--- src/rtl/wb_periph_pkg.sv ---
// Shared types and constants for the Wishbone peripheral decoder.
// The optional ack timeout is enabled with WB_PERIPH_DECODER_TIMEOUT_EN.
package wb_periph_pkg;

  localparam int DATA_W = 32;
  localparam int ADDR_W = 32;

  // Address bits [19:12] that identify the peripheral window
  localparam logic [7:0] PERIPH_REGION = 8'hE0;

  typedef enum logic [1:0] {
    IDLE  = 2'd0,
    SLAVE = 2'd1,
    DFLT  = 2'd2,
    TOUT  = 2'd3
  } state_t;

endpackage

--- src/rtl/wb_periph_addr_decode.sv ---
// Combinational decode of address bits [19:8] into a one-hot slave select.
// Slave i owns the 256-byte page i inside the peripheral region.
module wb_periph_addr_decode
  import wb_periph_pkg::*;
#(
  parameter int NUM_SLAVES = 2
) (
  input  logic [19:8]           adr,
  output logic [NUM_SLAVES-1:0] onehot,
  output logic                  valid
);

  logic region_hit;

  assign region_hit = (adr[19:12] == PERIPH_REGION);

  for (genvar gi = 0; gi < NUM_SLAVES; gi++) begin : g_slave
    assign onehot[gi] = region_hit && (adr[11:8] == 4'(gi));
  end

  assign valid = |onehot;

endmodule

--- src/rtl/wb_periph_decoder.sv ---
// Wishbone master-to-peripheral decoder with a default responder for unmapped addresses.
// Define WB_PERIPH_DECODER_TIMEOUT_EN to add the slave-ack timeout and error counter.
module wb_periph_decoder
  import wb_periph_pkg::*;
#(
  parameter int                NUM_SLAVES     = 2,
  parameter int                TIMEOUT_CYCLES = 255,
  parameter logic [DATA_W-1:0] DEFAULT_RDATA  = 32'hDEADBEEF
) (
  input  logic                         clk,
  input  logic                         rst,
  input  logic                         wbm_cyc_i,
  input  logic                         wbm_stb_i,
  input  logic                         wbm_we_i,
  input  logic [3:0]                   wbm_sel_i,
  input  logic [ADDR_W-1:0]            wbm_adr_i,
  input  logic [DATA_W-1:0]            wbm_dat_i,
  output logic                         wbm_ack_o,
  output logic                         wbm_err_o,
  output logic [DATA_W-1:0]            wbm_dat_o,
  output logic [NUM_SLAVES-1:0]        wbs_cyc_o,
  output logic [NUM_SLAVES-1:0]        wbs_stb_o,
  output logic                         wbs_we_o,
  output logic [3:0]                   wbs_sel_o,
  output logic [ADDR_W-1:0]            wbs_adr_o,
  output logic [DATA_W-1:0]            wbs_dat_o,
  input  logic [NUM_SLAVES-1:0]        wbs_ack_i,
  input  logic [DATA_W*NUM_SLAVES-1:0] wbs_dat_i,
  output logic [7:0]                   timeout_cnt_o
);

  if (NUM_SLAVES < 1 || NUM_SLAVES > 16 || TIMEOUT_CYCLES < 1 || TIMEOUT_CYCLES > 255) begin : g_param_check
    $error("wb_periph_decoder: NUM_SLAVES or TIMEOUT_CYCLES out of range");
  end

  state_t                  state_reg;
  logic [NUM_SLAVES-1:0]   sel_reg;
  logic [NUM_SLAVES-1:0]   dec_onehot;
  logic                    dec_valid;
  logic                    req;
  logic                    slave_ack;
  logic                    dflt_ack;
  logic [DATA_W-1:0]       slave_rdata;

  wb_periph_addr_decode #(
    .NUM_SLAVES (NUM_SLAVES)
  ) u_addr_decode (
    .adr    (wbm_adr_i[19:8]),
    .onehot (dec_onehot),
    .valid  (dec_valid)
  );

  assign req = wbm_cyc_i & wbm_stb_i;

  // Strobes follow the state register, so an async reset or a master abort removes them at once
  assign wbs_cyc_o = (state_reg == SLAVE && wbm_cyc_i) ? sel_reg : '0;
  assign wbs_stb_o = (state_reg == SLAVE && wbm_cyc_i) ? sel_reg : '0;

  assign slave_ack = (state_reg == SLAVE) && wbm_cyc_i && (|(wbs_ack_i & sel_reg));
  assign dflt_ack  = (state_reg == DFLT) && wbm_cyc_i;

  always_comb begin
    slave_rdata = '0;
    for (int i = 0; i < NUM_SLAVES; i++) begin
      if (sel_reg[i]) slave_rdata = slave_rdata | wbs_dat_i[DATA_W*i +: DATA_W];
    end
  end

  assign wbm_ack_o = slave_ack | dflt_ack;
  assign wbm_dat_o = slave_ack ? slave_rdata :
                     dflt_ack  ? DEFAULT_RDATA : '0;

`ifdef WB_PERIPH_DECODER_TIMEOUT_EN
  localparam logic [7:0] TOUT_LAST = 8'(TIMEOUT_CYCLES - 1);

  logic [7:0] wait_cnt_reg;
  logic [7:0] tout_cnt_reg;

  assign wbm_err_o     = (state_reg == TOUT);
  assign timeout_cnt_o = tout_cnt_reg;
`else
  assign wbm_err_o     = 1'b0;
  assign timeout_cnt_o = 8'd0;
`endif

  always_ff @(posedge clk or posedge rst) begin
    if (rst) begin
      state_reg <= IDLE;
      sel_reg   <= '0;
      wbs_we_o  <= 1'b0;
      wbs_sel_o <= '0;
      wbs_adr_o <= '0;
      wbs_dat_o <= '0;
`ifdef WB_PERIPH_DECODER_TIMEOUT_EN
      wait_cnt_reg <= '0;
      tout_cnt_reg <= '0;
`endif
    end else begin
      case (state_reg)
        IDLE: begin
`ifdef WB_PERIPH_DECODER_TIMEOUT_EN
          wait_cnt_reg <= '0;
`endif
          if (req) begin
            wbs_we_o  <= wbm_we_i;
            wbs_sel_o <= wbm_sel_i;
            wbs_adr_o <= wbm_adr_i;
            wbs_dat_o <= wbm_dat_i;
            sel_reg   <= dec_onehot;
            state_reg <= dec_valid ? SLAVE : DFLT;
          end
        end
        SLAVE: begin
          // An ack on the last counted cycle takes priority over the timeout
          if (!wbm_cyc_i || slave_ack) state_reg <= IDLE;
`ifdef WB_PERIPH_DECODER_TIMEOUT_EN
          else if (wait_cnt_reg == TOUT_LAST) state_reg <= TOUT;
          else wait_cnt_reg <= wait_cnt_reg + 8'd1;
`endif
        end
        DFLT: state_reg <= IDLE;
`ifdef WB_PERIPH_DECODER_TIMEOUT_EN
        TOUT: begin
          if (tout_cnt_reg != 8'hFF) tout_cnt_reg <= tout_cnt_reg + 8'd1;
          state_reg <= IDLE;
        end
`endif
        default: state_reg <= IDLE;
      endcase
    end
  end

endmodule

--- config.mk ---
export PLATFORM = sky130hd
export DESIGN_NAME = wb_periph_decoder
export DESIGN_NICKNAME = d
export VERILOG_FILES = /design/src/rtl/wb_periph_pkg.sv /design/src/rtl/wb_periph_addr_decode.sv /design/src/rtl/wb_periph_decoder.sv
export SDC_FILE = /design/constraint.sdc
export NUM_CORES = 1
export LEC_CHECK = 0
export CELL_PAD_IN_SITES_DETAIL_PLACEMENT = 1
export CELL_PAD_IN_SITES_GLOBAL_PLACEMENT = 2
export CORE_ASPECT_RATIO = 1.2
export CORE_MARGIN = 3
export CORE_UTILIZATION = 17
export CTS_CLUSTER_SIZE = 40
export DETAILED_ROUTE_END_ITERATION = 6
export MAX_ROUTING_LAYER = met4
export PLACE_DENSITY = 0.73
export SYNTH_ARGS = -nofsm -noshare
export SYNTH_HDL_FRONTEND = slang
export SYNTH_SLANG_ARGS = --single-unit
--- constraint.sdc ---
create_clock -name clk -period 2.1 [get_ports clk]
set_input_delay 0.42 -clock clk [delete_from_list [all_inputs] [get_ports clk]]
set_output_delay 0.42 -clock clk [all_outputs]
set_load 0.05 [all_outputs]
======== Word level (Yosys, flattened, before mapping) ========
Cells that the tools add are included.
cells by class
  reduce and logical (&&, ||, !) cells .... 13
  muxes and demuxes ....................... 9
  equality and inequality tests ........... 6
  bitwise logic cells ..................... 4
operator list
  operator                                              count
  two-way mux 32 bit                                    4
  bitwise OR 32 bit                                     1
  equality test 8 bit (second input constant)           1
  two-way mux 2 bit                                     4
  logical AND 1 bit                                     5
  equality test 4 x 1 -> 1 bit (second input constant)  1
  logical NOT 4 bit                                     1
  one-hot mux 2 bit (2 select lines)                    1
  AND reduction 2 bit                                   2
  OR reduction 2 bit                                    2
  AND 2 bit                                             1
  equality test 2 x 1 -> 1 bit (second input constant)  1
  equality test 2 bit (second input constant)           1
  logical NOT 2 bit                                     1
  != test 2 x 1 -> 1 bit (second input constant)        1
  != test 2 bit (second input constant)                 1
  AND 1 bit                                             1
  logical NOT 1 bit                                     1
  logical OR 1 bit                                      1
  bitwise OR 1 bit                                      1
storage, ports and cells
  word-level logic and storage cells ...... 38
  output and inout bits ................... 115
  bits in registers ....................... 73

======== Depth between registers and ports, before layout ========
  depth after elaboration ................. 6
  depth in mapped cells ................... 5
  mapped depth without buffers ............ 3

======== Modules after synthesis ========
Synthesis repeated with hierarchy kept, for this count alone.
second synthesis, totals
  cells, all modules ...................... 262
  area total of the unflattened synthesis .. 3729.8 um2
by module, submodules not included
  module                 times used  area an instance (um2)  cells an instance
  wb_periph_decoder      1           3662.3                  254
  wb_periph_addr_decode  1           67.6                    8

======== Worst setup path after synthesis ========
OpenSTA, ideal clock, no wires.
  path kind ............................... flip-flop to output port
  start point ............................. register sel_reg[0]
  end point ............................... output port wbm_dat_o[30]
  arrival time ............................ 2025 ps
  setup slack ............................. -345 ps
  cell stages (with the launch flop) ...... 6
  cells stage by stage .................... dfrtp_1 buf_2 a22oi_1 nand2b_1 buf_2 o21ai_0
between the ends
  longest elaborated chain between the ends .. 4
ends and longest elaborated chain
  what                                                            RTL line                                          text
  start, declared                                                 wb_periph_decoder.sv:37                           logic [NUM_SLAVES-1:0] sel_reg;
  start signal, assigned                                          wb_periph_decoder.sv:109                          sel_reg <= dec_onehot;
  two-way mux 32 bit / AND 2 bit (equally long branches)          wb_periph_decoder.sv:65, wb_periph_decoder.sv:59
  bitwise OR 32 bit / OR reduction 2 bit (equally long branches)  wb_periph_decoder.sv:65, wb_periph_decoder.sv:59
  two-way mux 32 bit / logical AND 1 bit (equally long branches)  wb_periph_decoder.sv:65, wb_periph_decoder.sv:59
  two-way mux 32 bit *                                            wb_periph_decoder.sv:70                           assign wbm_dat_o = slave_ack ? slave_rdata :
  end, declared                                                   wb_periph_decoder.sv:20                           output logic [DATA_W-1:0] wbm_dat_o,
Every way passes the cells marked *; elsewhere a longest branch is shown, timed or not.

======== Final worst setup path ========
  start point ............................. register state_reg[1]
  end point ............................... output port wbm_dat_o[12]
between the ends
  longest elaborated chain between the ends .. 4
ends and longest elaborated chain
  what                                                                        RTL line                                          text
  start, declared                                                             wb_periph_decoder.sv:36                           state_t state_reg;
  start signal, assigned                                                      wb_periph_decoder.sv:110                          state_reg <= dec_valid ? SLAVE : DFLT;
  equality test 2 bit / equality test 2 x 1 -> 1 bit (equally long branches)  wb_periph_decoder.sv:60, wb_periph_decoder.sv:59
  logical AND 1 bit (on tied branches)                                        wb_periph_decoder.sv:60, wb_periph_decoder.sv:59
  two-way mux 32 bit / logical AND 1 bit (equally long branches)              wb_periph_decoder.sv:71, wb_periph_decoder.sv:59
  two-way mux 32 bit *                                                        wb_periph_decoder.sv:70
Marked as above.

==> impl_results.md <==
* Initial DRC count at 73
* Critical Path RT at 1.68 ns
* GPL Wtd Cong at 0.7471
* DRT Wirelength at 13.89 mm
* Synth warnings at 0
* Clk_skew at 0.006871 ns
* Drt pass-1 iters at 4
* Design area at 0.007197 sq mm
* Synthesized flop and latch total at 73
* Clk_lat worst skew at approximately 0.32 ns
* # setup viols final at 0
* Worst slew pin tran at 0.5497 ns
* WHS at 0.4811 ns
* Hpwl dp at roughly 11 mm
* CTS Buffer Depth at 2
* Multi-input logic area at 0.001650 sq mm
* Worst R2R Path Depth at 4
* Setup CP Type: flip-flop to output port
* Crit Reg-Reg Startpoint: state_reg[1]
* Setup TNS Final at 0 ns
* Worst Setup SP: state_reg[1]
* CP peak stage delay at about 0.38 ns
* Sequential Area at roughly 0.0018 sq mm
* Max_cap viols at 0
* Ports at 254
* Total CTS buffers at 9
* Ys flop type: dfrtp_1
* FP Rows at 55
* Crit-path most repeated cell: buf_12
* First-pass GRT wire length at 21.49 mm
* Synthesized cell area at 0.003368 sq mm
* Tmin final at 2.098 ns
* CTS tree: yes
* Initial antenna violation count at 0
* Root buffer cell: clkbuf_16
* Reg clk slew, reported paths at 0.06 ns
* Crit end category: output port
* Post-layout util at 37.62%
* Share of cells above drive strength 1 at 24.51%
* Port bufs at 244
* Top flop regs: wbs_adr_o (32), wbs_dat_o (32), wbs_sel_o (4)
* Power Density at 762.0 mW/mm^2
* Peak VDD IR at 0.0004298 V
* Die Footprint at 0.02155 sq mm
* RR Endpoint: wbs_dat_o[30]
* Ys async rst share at 100.0%
* Synth-to-layout area growth at 113.7%
* Crit path DAT at 1.68 ns
* Final hold violation count at 0
* Die Y at 160.2 um
* Syn Inst Count at 258
* CP Max Fanout at 8
* Yosys cell types at 28
* Min-Delay Path Class: flip-flop to flip-flop
* Die Wd at between 100 and 150 um
* Lkg Pwr at about 2.7 nW
* Syn Area/Cell at 13.06 sq um
* Global Route Usage Sum at 13.01%
* Antenna diodes at 0
* # fillers at a little over 2000
* Placed Area at 0.006489 sq mm
* Largest net degree at the start of global routing at 49
* # nets final at between 600 and 700
* Synth Area in XOR/XNOR at 0%
* Final period utilization at 99.93%
* Critical Path Start Type: flip-flop
* Simple-Gate Fraction of Synth Area at 4.235%
* Clk sink count at 73
* Starting Density at 17.61%
* Sequential element share of the synthesized area at 54.23%
* Slew HR at 63.24%
* Core area at 0.01913 sq mm
* Synth Area in Compound Gates at 11.44%
* Number of H-tree levels at 3
* Reg2Reg Setup Slack at just under 0.5 ns
* Fmax at roughly 480 MHz
* RSZ-0062 raised after global routing: true
* WL/cell at 18.04 um
* Largest family of logic cells by synthesized area: multiplexers
* Total gr overflow at 0
* Number of flops mapped to enable cells by yosys at 0
* CP Capture Point: wbm_dat_o[12]
* DRC Markers at 0
* Post-route ant nets at 0
* Most common cell after layout, fill and taps aside: clkdlybuf4s50_1
* Detailed-route via count at 3156
* Post-synthesis mux area share at 23.40%
* Vias in the first global route at 3745
* Synth Area in Adders at 0%
* Slowest cell on crit path: dfrtp_1
* Final Max Slew Viols at 0
* Status: completed
* Vias per cell at 4.099
* Critical-path cell list: and3b_2 > nand2b_4 > buf_12 > buf_16 > o21ai_4 > buf_12
* Most frequent cells in the layout: 204 x clkdlybuf4s50_1, 73 x dfrtp_1, 58 x mux2_1
-- layout make-up --
cell class              instances  area share [%]
clock inverters                 6          0.9214
repair buffers                264           42.89
inverters                       1          0.1043
well taps                     256           4.451
clock buffers                  10           3.321
flip-flops and latches         73           25.38
multi-input cells             160           22.93
-- Yosys cell counts (2+ instances only) --
cell	n	area (sq um)
mux2_1	58	653.1
mux2_2	12	135.1
clkbuf_1	7	26.28
buf_4	12	90.09
and2_1	2	12.51
buf_2	4	20.02
nor2b_1	2	12.51
nor2_1	8	30.03
dfrtp_1	73	1827
a22oi_1	33	247.7
clkbuf_2	2	10.01
o21ai_0	24	120.1
buf_6	6	67.56
-- metrics by stage --
step                power (W)  setup WS [ns]  cells
floorplan            0.002993        -0.3302    266
global placement     0.003913        -0.2051    748
detailed placement   0.003954        -0.2467    748
CTS                  0.005590       -0.01270    770
global route         0.005754       -0.07862    770
finish               0.005484       0.001554    770
-- critical path: cells and delay by family, from the launching register on --
family / cells / cell delay, ns
buffers and inverters: 3 / 0.45
AOI/OAI and AO/OA: 1 / 0.16
DFF: 1 / 0.38
and+or+nand+nor: 2 / 0.37
-- timing repair --
| item | CTS | global route |
|---|---|---|
| setup endpoints to repair | 33 | 24 |
| pin swaps | 18 | 5 |
| resized for setup | 90 | 0 |
| buffers inserted | 3 | 1 |
| gates cloned | 3 | 0 |
| hold buffers | 0 | 0 |
-- report_power, final --
| group | total [W] | leakage, nW | internal [W] | switching [W] |
|---|---|---|---|---|
| Clock | 0.00156 | 0.141 | 0.000954 | 0.000601 |
| Sequential | 0.00177 | 0.867 | 0.00165 | 0.000120 |
| Combinational | 0.00216 | 1.74 | 0.000861 | 0.00130 |
| Total | 0.00548 | 2.74 | 0.00346 | 0.00202 |
-- per-layer routing --
layer | GRT usage (%) | vias up | share of wire [%]
met4 | 2.685 | 0 | 0.90
met1 | 13.42 | 1560 | 37
met3 | 3.907 | 9 | 7.6
met2 | 24.22 | 165 | 54
met5 | - | - | 0
li1 | - | 1422 | -
-- cells by family (layout without fill, tap and decap cells) --
| group | count (synthesis) | count (layout) |
|---|---|---|
| other cells | 1 | 9 |
| simple gates | 22 | 22 |
| compound gates | 59 | 59 |
| buf+inv | 33 | 281 |
| mux | 70 | 70 |
| flops | 73 | 73 |
-- how the worst min path moves through the flow --
stage	slack [ns]	endpoint	cells after the start	from
after global routing	0.50	wbs_dat_o[29]	1	wbs_dat_o[29]
after floorplan	0.55	wbs_adr_o[0]	1	wbm_adr_i[0]
after detailed placement	0.47	wbs_dat_o[28]	1	wbs_dat_o[28]
after global placement	0.47	wbs_dat_o[1]	1	wbs_dat_o[1]
final	0.48	wbs_dat_o[28]	1	wbs_dat_o[28]
after CTS	0.49	wbs_dat_o[28]	1	wbs_dat_o[28]
Note: power is estimated with default switching activity, not from simulation.
